File: config.mk
export PLATFORM = sky130hd
export DESIGN_NAME = seg_scan_display
export DESIGN_NICKNAME = d
export VERILOG_FILES = /design/src/rtl/display_pkg.sv /design/src/rtl/seven_seg_decoder.sv /design/src/rtl/seg_scan_display.sv
export SDC_FILE = /design/constraint.sdc
export NUM_CORES = 1
export LEC_CHECK = 0
export ABC_AREA = 1
export CAP_MARGIN = 20
export CORE_AREA = 10 10 91 93
export DETAILED_ROUTE_END_ITERATION = 6
export DIE_AREA = 0 0 101 103
export PLACE_DENSITY = 0.81
export SYNTH_ARGS = -nofsm -noshare
export SYNTH_HDL_FRONTEND = slang
export SYNTH_HIERARCHICAL = 1
export SYNTH_SLANG_ARGS = --single-unit
File: constraint.sdc
create_clock -name clk -period 6.04 [get_ports clk]
set_input_delay 0.906 -clock clk [delete_from_list [all_inputs] [get_ports clk]]
set_output_delay 0.906 -clock clk [all_outputs]
set_load 0.01 [all_outputs]
File: src/rtl/display_pkg.sv
// Shared definitions for the multiplexed seven-segment scanner:
// active-high segment glyphs (seg[0]=a .. seg[6]=g) and the scan state encoding.
package display_pkg;

    // All segments dark, in the active-high internal form.
    localparam logic [6:0] SEG_BLANK = 7'h00;

    // Hex glyphs, active-high, bit order {g,f,e,d,c,b,a}.
    localparam logic [6:0] GLYPH_0 = 7'h3F;
    localparam logic [6:0] GLYPH_1 = 7'h06;
    localparam logic [6:0] GLYPH_2 = 7'h5B;
    localparam logic [6:0] GLYPH_3 = 7'h4F;
    localparam logic [6:0] GLYPH_4 = 7'h66;
    localparam logic [6:0] GLYPH_5 = 7'h6D;
    localparam logic [6:0] GLYPH_6 = 7'h7D;
    localparam logic [6:0] GLYPH_7 = 7'h07;
    localparam logic [6:0] GLYPH_8 = 7'h7F;
    localparam logic [6:0] GLYPH_9 = 7'h6F;
    localparam logic [6:0] GLYPH_A = 7'h77;
    localparam logic [6:0] GLYPH_B = 7'h7C;  // lower-case b
    localparam logic [6:0] GLYPH_C = 7'h39;
    localparam logic [6:0] GLYPH_D = 7'h5E;  // lower-case d
    localparam logic [6:0] GLYPH_E = 7'h79;
    localparam logic [6:0] GLYPH_F = 7'h71;

    // Scan FSM: BLANK = all anodes off between digits, DRIVE = one digit lit.
    typedef enum logic {
        ST_BLANK = 1'b0,
        ST_DRIVE = 1'b1
    } scan_state_t;

endpackage

File: src/rtl/seven_seg_decoder.sv
// Hex nibble to seven-segment pattern, active-high internal form.
// Polarity for the board pins is applied by the instantiating scanner.
module seven_seg_decoder
    import display_pkg::*;
(
    input  logic [3:0] i_hex,
    output logic [6:0] o_seg
);

    // Pure lookup of the glyph for the incoming nibble.
    always_comb begin
        // NOTE: a default assignment ahead of the case keeps this block free of latches.
        o_seg = SEG_BLANK;
        case (i_hex)
            4'h0: o_seg = GLYPH_0;
            4'h1: o_seg = GLYPH_1;
            4'h2: o_seg = GLYPH_2;
            4'h3: o_seg = GLYPH_3;
            4'h4: o_seg = GLYPH_4;
            4'h5: o_seg = GLYPH_5;
            4'h6: o_seg = GLYPH_6;
            4'h7: o_seg = GLYPH_7;
            4'h8: o_seg = GLYPH_8;
            4'h9: o_seg = GLYPH_9;
            4'hA: o_seg = GLYPH_A;
            4'hB: o_seg = GLYPH_B;
            4'hC: o_seg = GLYPH_C;
            4'hD: o_seg = GLYPH_D;
            4'hE: o_seg = GLYPH_E;
            4'hF: o_seg = GLYPH_F;
            default: o_seg = SEG_BLANK;
        endcase
    end

endmodule

File: src/rtl/seg_scan_display.sv
// Multiplexed seven-segment scanner for NUM_DIGITS hex digits.
// Each digit is driven for REFRESH_DIV cycles, separated by BLANK_CYCLES of
// all-anodes-off to suppress ghosting. New values land in a shadow register
// and are copied to the active buffer only at the frame boundary, so a frame
// never mixes old and new data. All pins are registered.
// Optional build macro SEG_SCAN_LZ_SUPPRESS_EN enables leading-zero blanking.
module seg_scan_display
    import display_pkg::*;
#(
    parameter int NUM_DIGITS   = 4,
    parameter int REFRESH_DIV  = 100000,
    parameter int BLANK_CYCLES = 2,
    parameter int ACTIVE_LOW   = 1
) (
    input  logic                    clk,
    input  logic                    rst,
    input  logic [4*NUM_DIGITS-1:0] digits_in,
    input  logic [NUM_DIGITS-1:0]   dp_in,
    input  logic [NUM_DIGITS-1:0]   en_in,
    input  logic                    load,
    output logic [6:0]              seg,
    output logic                    dp,
    output logic [NUM_DIGITS-1:0]   an,
    output logic                    frame_done
);

    localparam int IDX_W   = (NUM_DIGITS > 1) ? $clog2(NUM_DIGITS) : 1;
    localparam int CNT_MAX = (REFRESH_DIV > BLANK_CYCLES) ? REFRESH_DIV : BLANK_CYCLES;
    localparam int CNT_W   = (CNT_MAX > 1) ? $clog2(CNT_MAX) : 1;

    localparam logic [IDX_W-1:0] IDX_LAST   = IDX_W'(NUM_DIGITS - 1);
    localparam logic [CNT_W-1:0] DRIVE_LAST = CNT_W'(REFRESH_DIV - 1);
    localparam logic [CNT_W-1:0] BLANK_LAST = CNT_W'((BLANK_CYCLES > 0) ? BLANK_CYCLES - 1 : 0);

    // Pin values for "off". XOR with these converts the active-high internal
    // form to pin polarity, so inversion lives only at the output register.
    localparam logic [6:0]            SEG_OFF = (ACTIVE_LOW != 0) ? 7'h7F : SEG_BLANK;
    localparam logic [NUM_DIGITS-1:0] AN_OFF  = (ACTIVE_LOW != 0) ? {NUM_DIGITS{1'b1}} : '0;
    localparam logic                  DP_OFF  = (ACTIVE_LOW != 0);

    // Scan state.
    scan_state_t               r_state;
    logic [IDX_W-1:0]          r_idx;
    logic [CNT_W-1:0]          r_cnt;

    // Shadow (written by load) and active (displayed) buffers.
    logic [4*NUM_DIGITS-1:0]   r_shadow_dig;
    logic [NUM_DIGITS-1:0]     r_shadow_dp;
    logic [NUM_DIGITS-1:0]     r_shadow_en;
    logic                      r_pending;
    logic [4*NUM_DIGITS-1:0]   r_act_dig;
    logic [NUM_DIGITS-1:0]     r_act_dp;
    logic [NUM_DIGITS-1:0]     r_act_en;

    // Registered pins.
    logic [6:0]                r_seg;
    logic                      r_dp;
    logic [NUM_DIGITS-1:0]     r_an;
    logic                      r_frame_done;

    // Next-state values; outputs are computed from these so pins move on the
    // same edge as the state/index change.
    scan_state_t               w_state_nxt;
    logic [IDX_W-1:0]          w_idx_nxt;
    logic [CNT_W-1:0]          w_cnt_nxt;
    logic                      w_wrap;
    logic [4*NUM_DIGITS-1:0]   w_act_dig_nxt;
    logic [NUM_DIGITS-1:0]     w_act_dp_nxt;
    logic [NUM_DIGITS-1:0]     w_act_en_nxt;
    logic [NUM_DIGITS-1:0]     w_lz_mask;
    logic [NUM_DIGITS-1:0]     w_en_eff;
    logic [3:0]                w_nib;
    logic                      w_dp_sel;
    logic                      w_en_sel;
    logic                      w_show;
    logic [6:0]                w_seg_dec;
    logic [6:0]                w_seg_hi;
    logic                      w_dp_hi;
    logic [NUM_DIGITS-1:0]     w_an_hi;

    // Dwell counting and BLANK/DRIVE sequencing, including the digit-index wrap.
    always_comb begin
        w_state_nxt = r_state;
        w_idx_nxt   = r_idx;
        w_cnt_nxt   = r_cnt + CNT_W'(1);
        w_wrap      = 1'b0;
        case (r_state)
            ST_BLANK: begin
                if (BLANK_CYCLES == 0 || r_cnt == BLANK_LAST) begin
                    w_state_nxt = ST_DRIVE;
                    w_cnt_nxt   = '0;
                end
            end
            ST_DRIVE: begin
                if (r_cnt == DRIVE_LAST) begin
                    w_cnt_nxt   = '0;
                    w_state_nxt = (BLANK_CYCLES == 0) ? ST_DRIVE : ST_BLANK;
                    if (r_idx == IDX_LAST) begin
                        w_idx_nxt = '0;
                        w_wrap    = 1'b1;
                    end else begin
                        w_idx_nxt = r_idx + IDX_W'(1);
                    end
                end
            end
            default: begin
                w_state_nxt = ST_BLANK;
                w_idx_nxt   = '0;
                w_cnt_nxt   = '0;
            end
        endcase
    end

    // The active buffer picks up the pending shadow exactly at the wrap.
    assign w_act_dig_nxt = (w_wrap && r_pending) ? r_shadow_dig : r_act_dig;
    assign w_act_dp_nxt  = (w_wrap && r_pending) ? r_shadow_dp  : r_act_dp;
    assign w_act_en_nxt  = (w_wrap && r_pending) ? r_shadow_en  : r_act_en;

`ifdef SEG_SCAN_LZ_SUPPRESS_EN
    logic w_lz_run;

    // Blank zero digits from the top down until a non-zero nibble or a lit dp; digit 0 always shows.
    always_comb begin
        w_lz_mask = '0;
        w_lz_run  = 1'b1;
        for (int i = NUM_DIGITS - 1; i >= 1; i--) begin
            w_lz_run     = w_lz_run & (w_act_dig_nxt[4*i +: 4] == 4'h0) & ~w_act_dp_nxt[i];
            w_lz_mask[i] = w_lz_run;
        end
    end
`else
    assign w_lz_mask = '0;
`endif

    assign w_en_eff = w_act_en_nxt & ~w_lz_mask;

    // Select nibble, dp and enable of the digit that will be driven next.
    always_comb begin
        w_nib    = 4'h0;
        w_dp_sel = 1'b0;
        w_en_sel = 1'b0;
        for (int i = 0; i < NUM_DIGITS; i++) begin
            if (w_idx_nxt == IDX_W'(i)) begin
                w_nib    = w_act_dig_nxt[4*i +: 4];
                w_dp_sel = w_act_dp_nxt[i];
                w_en_sel = w_en_eff[i];
            end
        end
    end

    seven_seg_decoder u_decoder (
        .i_hex (w_nib),
        .o_seg (w_seg_dec)
    );

    // A blanked digit still uses its slot, but anode, segments and dp stay dark.
    assign w_show   = (w_state_nxt == ST_DRIVE) && w_en_sel;
    assign w_seg_hi = w_show ? w_seg_dec : SEG_BLANK;
    assign w_dp_hi  = w_show & w_dp_sel;
    assign w_an_hi  = w_show ? (NUM_DIGITS'(1) << w_idx_nxt) : '0;

    // Scan FSM, buffers and registered pins; synchronous reset aborts any frame in progress.
    always_ff @(posedge clk) begin
        if (rst) begin
            r_state      <= ST_BLANK;
            r_idx        <= '0;
            r_cnt        <= '0;
            r_shadow_dig <= '0;
            r_shadow_dp  <= '0;
            r_shadow_en  <= '0;
            r_pending    <= 1'b0;
            r_act_dig    <= '0;
            r_act_dp     <= '0;
            r_act_en     <= '0;
            r_seg        <= SEG_OFF;
            r_dp         <= DP_OFF;
            r_an         <= AN_OFF;
            r_frame_done <= 1'b0;
        end else begin
            // NOTE: non-blocking assignments so every register samples the pre-edge values.
            r_state      <= w_state_nxt;
            r_idx        <= w_idx_nxt;
            r_cnt        <= w_cnt_nxt;
            r_act_dig    <= w_act_dig_nxt;
            r_act_dp     <= w_act_dp_nxt;
            r_act_en     <= w_act_en_nxt;
            r_frame_done <= w_wrap;

            if (w_wrap && r_pending) begin
                r_pending <= 1'b0;
            end
            // A load on the boundary edge is written after the transfer, so it waits a frame.
            if (load) begin
                r_shadow_dig <= digits_in;
                r_shadow_dp  <= dp_in;
                r_shadow_en  <= en_in;
                r_pending    <= 1'b1;
            end

            r_seg <= w_seg_hi ^ SEG_OFF;
            r_dp  <= w_dp_hi ^ DP_OFF;
            r_an  <= w_an_hi ^ AN_OFF;
        end
    end

    assign seg        = r_seg;
    assign dp         = r_dp;
    assign an         = r_an;
    assign frame_done = r_frame_done;

endmodule

# Yosys cells after proc, flatten, opt, wreduce, memory -nomap -nowiden

Memories as Yosys holds them, arrays and structs flattened.
Cells that the tools add are included.

Register bits after elaboration: 82
Logic and storage cells: 64
Input bits: 27
Bits in read-only memories: 112
Memories: 1
Output and inout port bits: 13

Memory list:

| memory           | depth | width | read ports | clocked after memory_dff | write ports | RTL line                | source |
|---|---|---|---|---|---|---|---|
| (name not given) | 16    | 7     | 1          | 0                        | 0           | seven_seg_decoder.sv:14 | `case (i_hex)` |

Bitwise operators: 5
Equality and inequality tests: 6
Reductions and logical operators: 4
Add/subtract/negate cells: 2
Multiplexer cells: 31
Shift-type cells: 1

Operators by type and width:

| operator                | number |
|---|---|
| $mux W17                | 2 |
| $pmux W17 S2            | 1 |
| $mux W4                 | 7 |
| $add A17 B1 Y17 const B | 1 |
| $eq A17 B1 Y1 const B   | 1 |
| $eq A17 B17 Y1 const B  | 1 |
| $mux W16                | 1 |
| $mux W1                 | 15 |
| $mux W7                 | 1 |
| $not A7 Y7              | 1 |
| $eq A2 B2 Y1 const B    | 3 |
| $mux W2                 | 3 |
| $not A4 Y4              | 1 |
| $shl A1 B2 Y4 const A   | 1 |
| $add A2 B1 Y2 const B   | 1 |
| $eq A2 B1 Y1 const B    | 1 |
| $logic_and A1 B1 Y1     | 2 |
| $logic_not A2 Y1        | 1 |
| $not A1 Y1              | 2 |
| $pmux W1 S2             | 1 |
| $reduce_bool A2 Y1      | 1 |
| $and A1 B1 Y1           | 1 |

# Logic depth before layout (Yosys ltp)

Depth in word-level cells: 13
Mapped depth: 21
Depth with buffers taken out: 21

# Cells and area by module

Netlist, hierarchy kept.

By module, submodules not included:

| module            | sequential area each (µm²) | area an instance (µm²) | times used | cells an instance |
|---|---|---|---|---|
| seg_scan_display  | 1641.6                     | 3474.6                 | 1          | 473 |
| seven_seg_decoder | 0.0                        | 270.3                  | 1          | 52 |

# Least setup slack after synthesis

Ideal clock, no wire load.

Path kind: reg2reg
Start: register r_cnt[0]
End: register r_seg[3], in the netlist seg[3]
Cell stages (with the launch flop): 20
Period minus slack after synthesis: 2459 ps
Required time: 5917 ps
Path slack: 3581 ps
Library setup time: 123 ps
Path buffers: 1
Arrival: 2336 ps
Cells stage by stage: dfxtp_1 > ha_1 > nand2_2 > nor2_8 > nand4_4 > clkinv_2 > buf_4 > nand2_1 > nand2_1 > nand2_1 > nand4_1 > inv_1 > ha_1 > nand2_1 > o21ai_0 > nand2_1 > nand2_1 > inv_1 > nor2_1 > nand2_1

Longest elaborated chain between the ends: 12
Elaborated cells on any way between the ends: 28
Those cells by class: eq/ne (5); mux (18); bitwise (1); reduce/logical (3); memory (1)

RTL lines:

| what                            | RTL line                | source |
|---|---|---|
| from (decl)                     | seg_scan_display.sv:44  | `logic [CNT_W-1:0] r_cnt;` |
| from (signal assigned)          | seg_scan_display.sv:183 | `r_cnt <= w_cnt_nxt;` |
| $eq A17 B17 Y1 (*)              | seg_scan_display.sv:95  | `if (r_cnt == DRIVE_LAST) begin` |
| $mux W1                         | seg_scan_display.sv:95  |  |
| $mux W1                         | seg_scan_display.sv:87  | `case (r_state)` |
| $logic_and A1 B1 Y1             | seg_scan_display.sv:115 | `assign w_act_dig_nxt = (w_wrap && r_pending) ? r_shadow_dig : r_act_dig;` |
| $mux W16                        | seg_scan_display.sv:115 |  |
| $mux W4 (3 in series)           | seg_scan_display.sv:143 | `if (w_idx_nxt == IDX_W'(i)) begin` |
| $mux W4 (*)                     | seg_scan_display.sv:143 |  |
| named net w_nib[1]              | seg_scan_display.sv:72  | `logic [3:0] w_nib;` |
| $mem_v2 Z16 W7 (*)              | n/a                     |  |
| named net w_seg_dec[3]          | seg_scan_display.sv:76  | `logic [6:0] w_seg_dec;` |
| $mux W7 (*)                     | seg_scan_display.sv:158 | `assign w_seg_hi = w_show ? w_seg_dec : SEG_BLANK;` |
| $not A7 Y7 (no source line) (*) | n/a                     |  |
| to (signal assigned)            | seg_scan_display.sv:200 | `r_seg <= w_seg_hi ^ SEG_OFF;` |
| to (decl)                       | seg_scan_display.sv:56  | `logic [6:0] r_seg;` |

Mark *: on every way through the listed nets, which the timed path passes. The rest lies on a longest branch.
A chain may end at the register's enable or synchronous reset.

# Worst setup path after layout

Ends and elaborated chain as after synthesis.

==> qor.csv <==
stage;metric;value;unit
outcome;status;finished clean;
clock_tree;number of buffers created by CTS;9;
clock_tree;Post-CTS Setup Inserts;0;
final_layout;multi-input logic area;1820;sq um
global_routing;GRT overflow;0;
detailed_routing;DRT antenna net count;0;
logic_synthesis;register area share after synthesis;0.438;
critical_path;CP startpoint kind;register;
logic_synthesis;ys async rst share;0;
sta;post-route minimum period;3.05;ns
global_routing;initial antenna violation count;0;
critical_path;crit end category;register;
floorplanning;Die Height;103;microns
clock_tree;CTS clk-pin slew, worst paths;0.08;ns
logic_synthesis;Cells after Synth;525;
power;switching pwr;238;uW
logic_synthesis;Main synth FF type;dfxtp_1;
power;cell-internal power;799;uW
final_layout;Layout area overhead;16.7;%
power;Comb power frac;0.063;
floorplanning;Chip Width;101;microns
run;Max-Cap Viols;0;
power;Clock power frac;0.389;
placement;pre-CTS WS;2.94;ns
clock_tree;post-cts hold buffer count;0;
sta;final setup vio count;0;
floorplanning;io pins;40;
logic_synthesis;Synth area leaders;dfxtp_1, nand2_1, nor2_1;
clock_tree;clock tree sinks;82;
critical_path;Critical Path RT;6.28;ns
power;static leakage;0.00195;uW
floorplanning;num rows;30;
sta;unrepaired setup endpoints after global routing;false;
detailed_routing;Residual DRC;0;
detailed_routing;Routed Wire Length;7.94;mm
global_routing;first-pass GRT wire length;13.4;mm
detailed_routing;routed wire length per instance;12.3;microns
floorplanning;Initial Utilization;0.570;
placement;PortBufs;39;
power;Pwr Total;1040;uW
critical_path;critical path type;register to register;
floorplanning;Die Area;10400;sq um
detailed_routing;First DRT Iteration DRCs;137;
power;Power Density;237;nW/um^2
power;part of the power in registers;0.548;
logic_synthesis;average size of a mapped cell;7.13;sq um
global_routing;overall routing resource usage;0.156;
global_routing;largest net degree at the start of global routing;35;
floorplanning;core area;6570;sq um
final_layout;number of diodes;0;
clock_tree;CTS-repair resized insts;0;
critical_path;largest fanout on the critical path;26;
worst_hold_path;HP Class;register to register;
power;Sw Ratio;0.229;
logic_synthesis;Synth cell types;32;
logic_synthesis;Mapped Nets;562;
detailed_routing;via count of the routed design;3292;
logic_synthesis;post-synth top area cell;dfxtp_1;
critical_path;critical path arrival;3.29;ns
power;worst vdd ir;0.169;mV
logic_synthesis;#FFs+latches synth;82;
final_layout;Final #Nets;597;
logic_synthesis;Ys Warns;6;
clock_tree;clock latency at the later pin of the worst-skew pair;0.35;ns
sta;slew at the pin closest to its max-slew limit;0.801;ns
sta;worst hold slack;0.471;ns
placement;dpl hpwl;5.79;mm
clock_tree;Max Buffers Root-to-Sink;2;
sta;Final period util;0.505;
global_routing;via count of the first global-routing pass;3026;
sta;max-slew violations;0;
clock_tree;CTS root buf;clkbuf_8;
sta;clk_skew;0.00567;ns
final_layout;register area;1640;sq um
sta;setup TNS;0;ns
final_layout;share of cells above drive strength 1;0.0903;
final_layout;Final Cell Area;4370;sq um
placement;GP Congestion;0.903;
final_layout;fill count;550;
sta;Max transition margin;0.460;
logic_synthesis;mapped cell area;3740;sq um
detailed_routing;DR vias/cell;5.10;
sta;Setup WS post-layout;2.99;ns
placement;Placed Area;4170;sq um
sta;Final Hold Fails;0;
sta;Max Clock Freq;0.328;GHz
clock_tree;H-tree depth;3;
logic_synthesis;Synth top area share;0.438;
logic_synthesis;number of flops mapped to enable cells by yosys;0;
detailed_routing;first-pass detailed-route iteration total;4;
clock_tree;CTS tree;yes;
Yosys cell counts (3+ instances only):
cell type,count
nand4_1,12
inv_1,44
nand3_1,20
nand2_2,10
o21ai_0,30
nor2_1,90
nand2_1,143
a21oi_1,24
ha_1,10
clkbuf_1,12
nor2_4,4
dfxtp_1,82
inv_2,6
nor3b_1,7
xor2_1,3
nor3_1,3
nor2_2,5
layout make-up:
class,instances,share of cell area
clock buffers,12,0.0355
well taps,80,0.0229
flip-flops and latches,82,0.376
inverters,52,0.0455
clock inverters,4,0.0112
multi-input cells,374,0.417
repair buffers,41,0.0922
metrics by stage:
stage,cells,utilization
floorplan,525,-
global placement,628,0.634
detailed placement,629,0.634
CTS,645,0.665
global route,645,0.665
finish,645,0.665
path summary, 6_finish.rpt:
path	start	end	slack (ns)	depth (start not counted)
max	r_cnt[0]	seg[3]	2.99	18
min	r_act_dig[15]	r_act_dig[15]	0.47	2
max reg2reg	r_cnt[0]	seg[3]	2.99	18
min reg2reg	r_act_dig[15]	r_act_dig[15]	0.47	2
routing by layer:
layer | share of wire | track usage
met1 | 0.48 | 0.199
met3 | 0.050 | 0.0362
met5 | 0 | 0
met2 | 0.45 | 0.245
met4 | 0.020 | 0.0740
kinds of logic after synthesis:
logic type | share of synthesized area
xor+xnor | 0.00936
simple gates | 0.363
fa+ha+maj | 0.0334
flops | 0.438
compound gates | 0.0815
buf+inv | 0.0748
cells in the final DEF (no fill, tap or decap):
cell type / Yosys / final
a21oi_1: 24 / 24
a41oi_1: 1 / 1
buf_2: 2 / 1
buf_4: 2 / 1
bufinv_16: 0 / 1
clkbuf_1: 12 / 1
clkbuf_8: 0 / 11
clkdlybuf4s50_1: 0 / 39
clkinv_2: 1 / 3
dfxtp_1: 82 / 82
ha_1: 10 / 10
inv_1: 44 / 44
inv_2: 6 / 6
inv_4: 1 / 1
inv_6: 0 / 1
nand2_1: 143 / 143
nand2_2: 10 / 10
nand2_4: 2 / 2
nand3_1: 20 / 20
nand3_2: 1 / 1
nand3b_1: 2 / 2
nand4_1: 12 / 12
nand4_2: 1 / 1
nand4_4: 1 / 1
nor2_1: 90 / 90
nor2_2: 5 / 5
nor2_4: 4 / 4
nor2_8: 1 / 1
nor3_1: 3 / 3
nor3b_1: 7 / 7
o21ai_0: 30 / 30
o21ai_1: 2 / 2
o21ai_4: 1 / 1
xnor2_1: 1 / 1
xor2_1: 3 / 3
registers in the layout, indices dropped and copies added (netlist names):
name,cells
r_cnt,17
r_act_dig,16
r_shadow_dig,16
seg,7
an,4
r_act_dp,4
r_act_en,4
r_shadow_dp,4
r_shadow_en,4
r_idx,2
dp,1
frame_done,1
r_pending,1
r_state,1
power groups by stage:
| stage | sequential [uW] | clock [uW] | combinational (uW) |
|---|---|---|---|
| 2_1_floorplan | 577 | 0 | 39.9 |
| 3_3_place_gp | 580 | 0 | 63.0 |
| 3_5_place_dp | 580 | 0 | 65.4 |
| 4_1_cts | 568 | 412 | 66.4 |
| 5_1_grt | 570 | 431 | 75.9 |
| 6_report | 568 | 403 | 65.8 |
critical path, cell delays in order, from the launching register on:
cell and delay [ns]:
dfxtp_1 0.38, ha_1 0.20, nand2_2 0.11, nor2_8 0.20, nand4_4 0.35, clkinv_2 0.32
nand2_1 0.13, nand2_1 0.08, nand2_1 0.05, nand4_1 0.20, inv_1 0.13, ha_1 0.30
nand2_1 0.07, o21ai_0 0.09, nand2_1 0.07, nand2_1 0.06, inv_1 0.03, nor2_1 0.09
nand2_1 0.05
(Power assumes the default switching activity.)
